--- src/rtl/dcache_controller.sv ---
// Sequencing controller for a direct-mapped, one-word-per-line data cache: lookup, refill, write-through, sweeps.
// Load hits return in the lookup cycle; misses and stores stall until memory ack plus one respond cycle.
module dcache_controller #(
  parameter int INDEX_WIDTH = 4,
  parameter int DATA_WIDTH  = 32,
  parameter int TAG_WIDTH   = DATA_WIDTH - INDEX_WIDTH - 2
) (
  input  logic                   iCLK,
  input  logic                   iRST,
  input  logic                   iReq,
  input  logic                   iWE,
  input  logic [DATA_WIDTH-1:0]  iAddress,
  input  logic [DATA_WIDTH-1:0]  iWriteData,
  input  logic                   iFlush,
  output logic                   oStall,
  output logic [DATA_WIDTH-1:0]  oReadData,
  output logic                   oFlushBusy,
  output logic [INDEX_WIDTH-1:0] oIndex,
  input  logic [TAG_WIDTH-1:0]   iTag,
  input  logic                   iV,
  input  logic [DATA_WIDTH-1:0]  iData,
  output logic                   oFill,
  output logic [TAG_WIDTH-1:0]   oFillTag,
  output logic [DATA_WIDTH-1:0]  oFillData,
  output logic                   oInvalidate,
  output logic [INDEX_WIDTH-1:0] oInvIndex,
  output logic                   oMemReq,
  output logic                   oMemWE,
  output logic [DATA_WIDTH-1:0]  oMemAddress,
  output logic [DATA_WIDTH-1:0]  oMemWriteData,
  input  logic                   iMemAck,
  input  logic [DATA_WIDTH-1:0]  iMemReadData,
  output logic [31:0]            oHitCount,
  output logic [31:0]            oMissCount
);

  typedef enum logic [2:0] {
    S_CLEAR, S_IDLE, S_MISS, S_WRITE, S_RESPOND, S_FLUSH
  } state_t;

  localparam logic [INDEX_WIDTH-1:0] LAST_LINE = '1;

  state_t                  state, state_nxt;
  logic [INDEX_WIDTH-1:0]  sweep_cnt;
  logic                    flush_pend;
  logic [DATA_WIDTH-1:0]   lat_addr;
  logic [DATA_WIDTH-1:0]   lat_data;
  logic [DATA_WIDTH-1:0]   resp_data;
  logic [31:0]             hit_cnt;
  logic [31:0]             miss_cnt;

  logic [TAG_WIDTH-1:0]    req_tag;
  logic [INDEX_WIDTH-1:0]  req_idx;
  logic                    hit;
  logic                    flush_go;
  logic                    sweeping;

  assign req_tag  = iAddress[DATA_WIDTH-1:INDEX_WIDTH+2];
  assign req_idx  = iAddress[INDEX_WIDTH+1:2];
  assign hit      = iV && (iTag == req_tag);
  assign flush_go = flush_pend || iFlush;
  assign sweeping = (state == S_CLEAR) || (state == S_FLUSH);

  always_ff @(posedge iCLK) begin
    if (iRST) state <= S_CLEAR;
    else      state <= state_nxt;
  end

  always_comb begin
    state_nxt = state;
    case (state)
      S_CLEAR, S_FLUSH: if (sweep_cnt == LAST_LINE) state_nxt = S_IDLE;
      S_IDLE: begin
        if (flush_go)     state_nxt = S_FLUSH;
        else if (iReq) begin
          if (iWE)        state_nxt = S_WRITE;
          else if (!hit)  state_nxt = S_MISS;
        end
      end
      S_MISS, S_WRITE:    if (iMemAck) state_nxt = S_RESPOND;
      S_RESPOND:          state_nxt = S_IDLE;
      default:            state_nxt = S_CLEAR;
    endcase
  end

  always_comb begin
    oStall      = 1'b1;
    oFlushBusy  = sweeping;
    oInvalidate = sweeping;
    oInvIndex   = sweep_cnt;
    oIndex      = lat_addr[INDEX_WIDTH+1:2];
    oReadData   = resp_data;
    oFill       = 1'b0;
    oFillTag    = lat_addr[DATA_WIDTH-1:INDEX_WIDTH+2];
    oFillData   = lat_data;
    oMemReq     = 1'b0;
    oMemWE      = 1'b0;
    case (state)
      S_IDLE: begin
        oIndex    = req_idx;
        oReadData = iData;
        oStall    = iReq && (flush_go || iWE || !hit);
      end
      S_MISS: begin
        oMemReq   = 1'b1;
        oFill     = iMemAck;
        oFillData = iMemReadData;
      end
      S_WRITE: begin
        oMemReq = 1'b1;
        oMemWE  = 1'b1;
        oFill   = iMemAck;
      end
      S_RESPOND: oStall = 1'b0;
      default:   oStall = 1'b1;
    endcase
  end

  assign oMemAddress   = lat_addr;
  assign oMemWriteData = lat_data;
  assign oHitCount     = hit_cnt;
  assign oMissCount    = miss_cnt;

  always_ff @(posedge iCLK) begin
    if (iRST) begin
      sweep_cnt  <= '0;
      flush_pend <= 1'b0;
      lat_addr   <= '0;
      lat_data   <= '0;
      resp_data  <= '0;
      hit_cnt    <= '0;
      miss_cnt   <= '0;
    end else begin
      // counter wraps to zero on the last line, ready for the next sweep
      if (sweeping) sweep_cnt <= sweep_cnt + 1'b1;

      if (state == S_IDLE && flush_go)
        flush_pend <= 1'b0;
      else if (iFlush && (state == S_MISS || state == S_WRITE || state == S_RESPOND))
        flush_pend <= 1'b1;

      if (state == S_IDLE && iReq && !flush_go) begin
        if (iWE) begin
          lat_addr <= iAddress;
          lat_data <= iWriteData;
        end else if (hit) begin
          if (hit_cnt != '1) hit_cnt <= hit_cnt + 32'd1;
        end else begin
          lat_addr <= iAddress;
          if (miss_cnt != '1) miss_cnt <= miss_cnt + 32'd1;
        end
      end

      if (state == S_MISS && iMemAck) resp_data <= iMemReadData;
    end
  end

endmodule

--- config.mk ---
export PLATFORM = sky130hd
export DESIGN_NAME = dcache_controller
export DESIGN_NICKNAME = d
export VERILOG_FILES = /design/src/rtl/dcache_controller.sv
export SDC_FILE = /design/constraint.sdc
export NUM_CORES = 1
export LEC_CHECK = 0
export CORE_MARGIN = 2
export CORE_UTILIZATION = 38
export DETAILED_ROUTE_END_ITERATION = 6
export GPL_TIMING_DRIVEN = 0
export PLACE_DENSITY = 0.78
export SYNTH_ARGS = -nofsm -noshare
export SYNTH_HDL_FRONTEND = slang
export SYNTH_SLANG_ARGS = --single-unit
--- constraint.sdc ---
create_clock -name iCLK -period 2.28 [get_ports iCLK]
set_input_delay 0.228 -clock iCLK [delete_from_list [all_inputs] [get_ports iCLK]]
set_output_delay 0.228 -clock iCLK [all_outputs]
set_load 0.005 [all_outputs]
==> impl_metrics.toml <==
[worst_setup_path]
cp.buffers_inverters = 4
critPathLaunch = "iTag[3]"
end_kind = "primary output"
cp_slowest_cell = "nor4_4"
crit_path_frequent_cell = "buf_6"
critPathRequiredTime_ps = 2050
startpoint_type = "input pin"
critPathMaxStageDelay_ps = 310
crit_type = "in -> out"
path_cells = "dlygate4sd2_1 > xnor2_2 > nand4_1 > nor4_4 > buf_4 > and2_4 > buf_6 > nand2_2 > a31o_4 > buf_6"
regToRegStartpoint = "flush_pend$_SDFFE_PP0P_"
critPathMaxFanout = 3
cp.arrival_ps = 2130
path_delay_family = "simple AND/OR/NAND/NOR gates"
rrSetupSlack_ps = -80

[clock_tree]
cts_buffers = 17
clk_latency_ps = 430
clock-sinks = 168
clk_pin_slew_ps = 70
clock_path_buffers = 2
cts.hold.buffers_added = 0
clock-root-buffer = "clkbuf_16"
tritoncts = "built"
htreeDepth = 4

[layout]
final.fill_count = 1783
final_area_sq_um = 14600
final_common_cell = "clkdlybuf4s50_1"
area_growth_pct = 71.2
final_nets = 1652
drive_gt1_share_pct = 24.6
final_cell_mix = "285 x clkdlybuf4s50_1, 166 x nand2_1, 150 x dfxtp_1"
layoutNonFillerInstCount = 1780
final_core_util_pct = 66.7

[timing]
clock.fmax_mhz = 424
fin_crit_sh_pct = 103
tightest_slew_ps = 707
hold_viol = 0
setup_ws_ps = -79.2
rsz0062_at_grt = "true"
period_needed_ps = 2360
slew_headroom_pct = 52.5
skew_ps = 12.3
final-setup-viol-count = 15
drv_slew = 0
whs_ps = 92.6

[synthesis]
ys_ff_latch = 168
synth-adder-area-share_pct = 0.440
synth.top_cell.area_share_pct = 39.4
syn_area_sq_um = 8530
synth_area_leaders = "dfxtp_1 39%, mux2_2 9.1%, nand2_1 7.4%"
syn_area_per_cell_sq_um = 8.50
synth_edf_count = 0
synth-xor-area-share_pct = 3.90
synth_top_family_by_area = "simple AND/OR/NAND/NOR gates"
ys_types = 62
synth_mux_area_share_pct = 14.3
async_flop_share_pct = 0
ys_warn_count = 0
synth_ff_type = "dfxtp_1"
synth.largest_area_cell = "dfxtp_1"
synthCells = 1003
seq_area_frac_synth_pct = 39.4
synth_compound_area_share_pct = 12.7
synthSimpleGateAreaFrac_pct = 23.1
synth_nets = 1167

[power_and_ir_drop]
leakagePower_uw = 0.00576
power_density_nw_per_um2 = 532
vdd.ir_drop.worst_mv = 0.513

[route]
wl_per_cell_microns = 20.5
drt_iter0_markers = 523
final_antenna_net_count = 0
via_per_inst = 5.45
drcViolationCount = 0
wirelength_microns = 36600
vias = 9697
first_pass_iters = 5

[global_route]
grt.total_usage_pct = 29.1
overflow = 0
busiest_layer = "met2"
grt_pass1_wl_microns = 53700
use_met3_pct = 8.46
grtUsageMet1_pct = 33.7
antenna_found_initial = 4
grt_pass1_vias = 9418
use_met2_pct = 50.9
grt_max_degree = 17

[floorplanning]
start_util_pct = 38.9
fp.dieH_microns = 154
dieWidth_microns = 154
die_area_sq_um = 23600
coreArea_sq_um = 21900
ios = 393
rows = 54

[run_status]
outcome = "complete, but fails checks"
violations = "negative setup slack"

[placement]
gp_congestion = 0.909
placed_area_sq_um = 12800
post-place-ws_ps = -1710
placed_cells = 1674
portBuffers = 391
post-dp-hpwl_microns = 26400

[hold_path]
hp-start = "iAddress[14]"
hold_path.class = "in -> reg"

[flow_run]
drv_cap = 0
==> synthesized netlist by cell type (6+ instances only) <==
library cell	instances
o21ai_0	13
xor2_1	18
dfxtp_1	168
xnor2_1	20
mux2_2	69
mux2i_1	35
and3_1	9
nor2b_1	6
nor4_1	18
nor2_1	69
nand4_1	32
inv_1	16
o21a_1	8
or3_1	20
o31ai_1	14
clkbuf_1	44
o21ai_1	9
or4_1	17
a21oi_1	105
nand2_1	168
buf_4	28
mux2_1	8
nor3_1	12
nand3_1	23
buf_2	8
==> tightest hold or removal path, cell delays in order <==
cell,delay [ps]
clkbuf_2,110
mux2i_1,70
nor2_1,80
==> per-layer routing <==
| metal | routed length, microns | vias to the layer above |
|---|---|---|
| met5 | 23 | - |
| met4 | 1260 | 4 |
| met3 | 2980 | 84 |
| met2 | 18800 | 428 |
| met1 | 13500 | 4665 |
| li1 | - | 4516 |
==> power by group <==
group	switching, uW	total (uW)	internal (uW)
clock	1220	3060	1840
combinational	645	1600	950
sequential	91.1	3110	3020
==> metrics by stage <==
stage               total power (uW)  TNS [ps]
global placement                4600   -144470
detailed placement              4620   -152720
CTS                             7740     -3170
global route                    8020     -1900
floorplan                       3690         0
finish                          7770      -530
==> area by class of cell <==
type	instances	area [sq um]	area share, %
Sequential cell	168	3410	23.3
Buffer	75	541	3.70
Antenna cell	2	5.00	0.0343
Multi-Input combinational cell	733	5170	35.4
Inverter	16	60.1	0.411
Clock inverter	9	151	1.04
Timing Repair Buffer	477	4470	30.6
Tap cell	280	350	2.40
Clock buffer	20	447	3.06
==> registers in the layout, indices dropped and copies added, names as in the netlist <==
name	count
oHitCount	32
state	3
resp_data	32
oMissCount	32
oInvIndex	4
oMemAddress	32
flush_pend	1
oMemWriteData	32
==> timing repair <==
action | 4_1_cts | 5_1_grt
cloned | 3 | 2
pin swaps | 45 | 50
buffers inserted | 53 | 28
setup endpoints to repair | 227 | 173
resized for setup | 306 | 151
==> final timing paths <==
kind,endpoint,depth (start not counted)
min,oMemAddress[14]$_SDFFE_PP0P_,3
min reg2reg,resp_data[29]$_SDFFE_PP0P_,2
max,oStall,10
max reg2reg,oMissCount[13]$_SDFFE_PP0P_,9
==> cells by family (layout without fill, tap and decap cells) <==
family	Yosys count	after routing
xor+xnor	38	38
simple gates	401	401
buf+inv	102	597
fa+ha+maj	3	3
compound gates	179	179
flops	168	168
mux	112	112
other cells	0	2
Power figures use the tool's default switching activity.
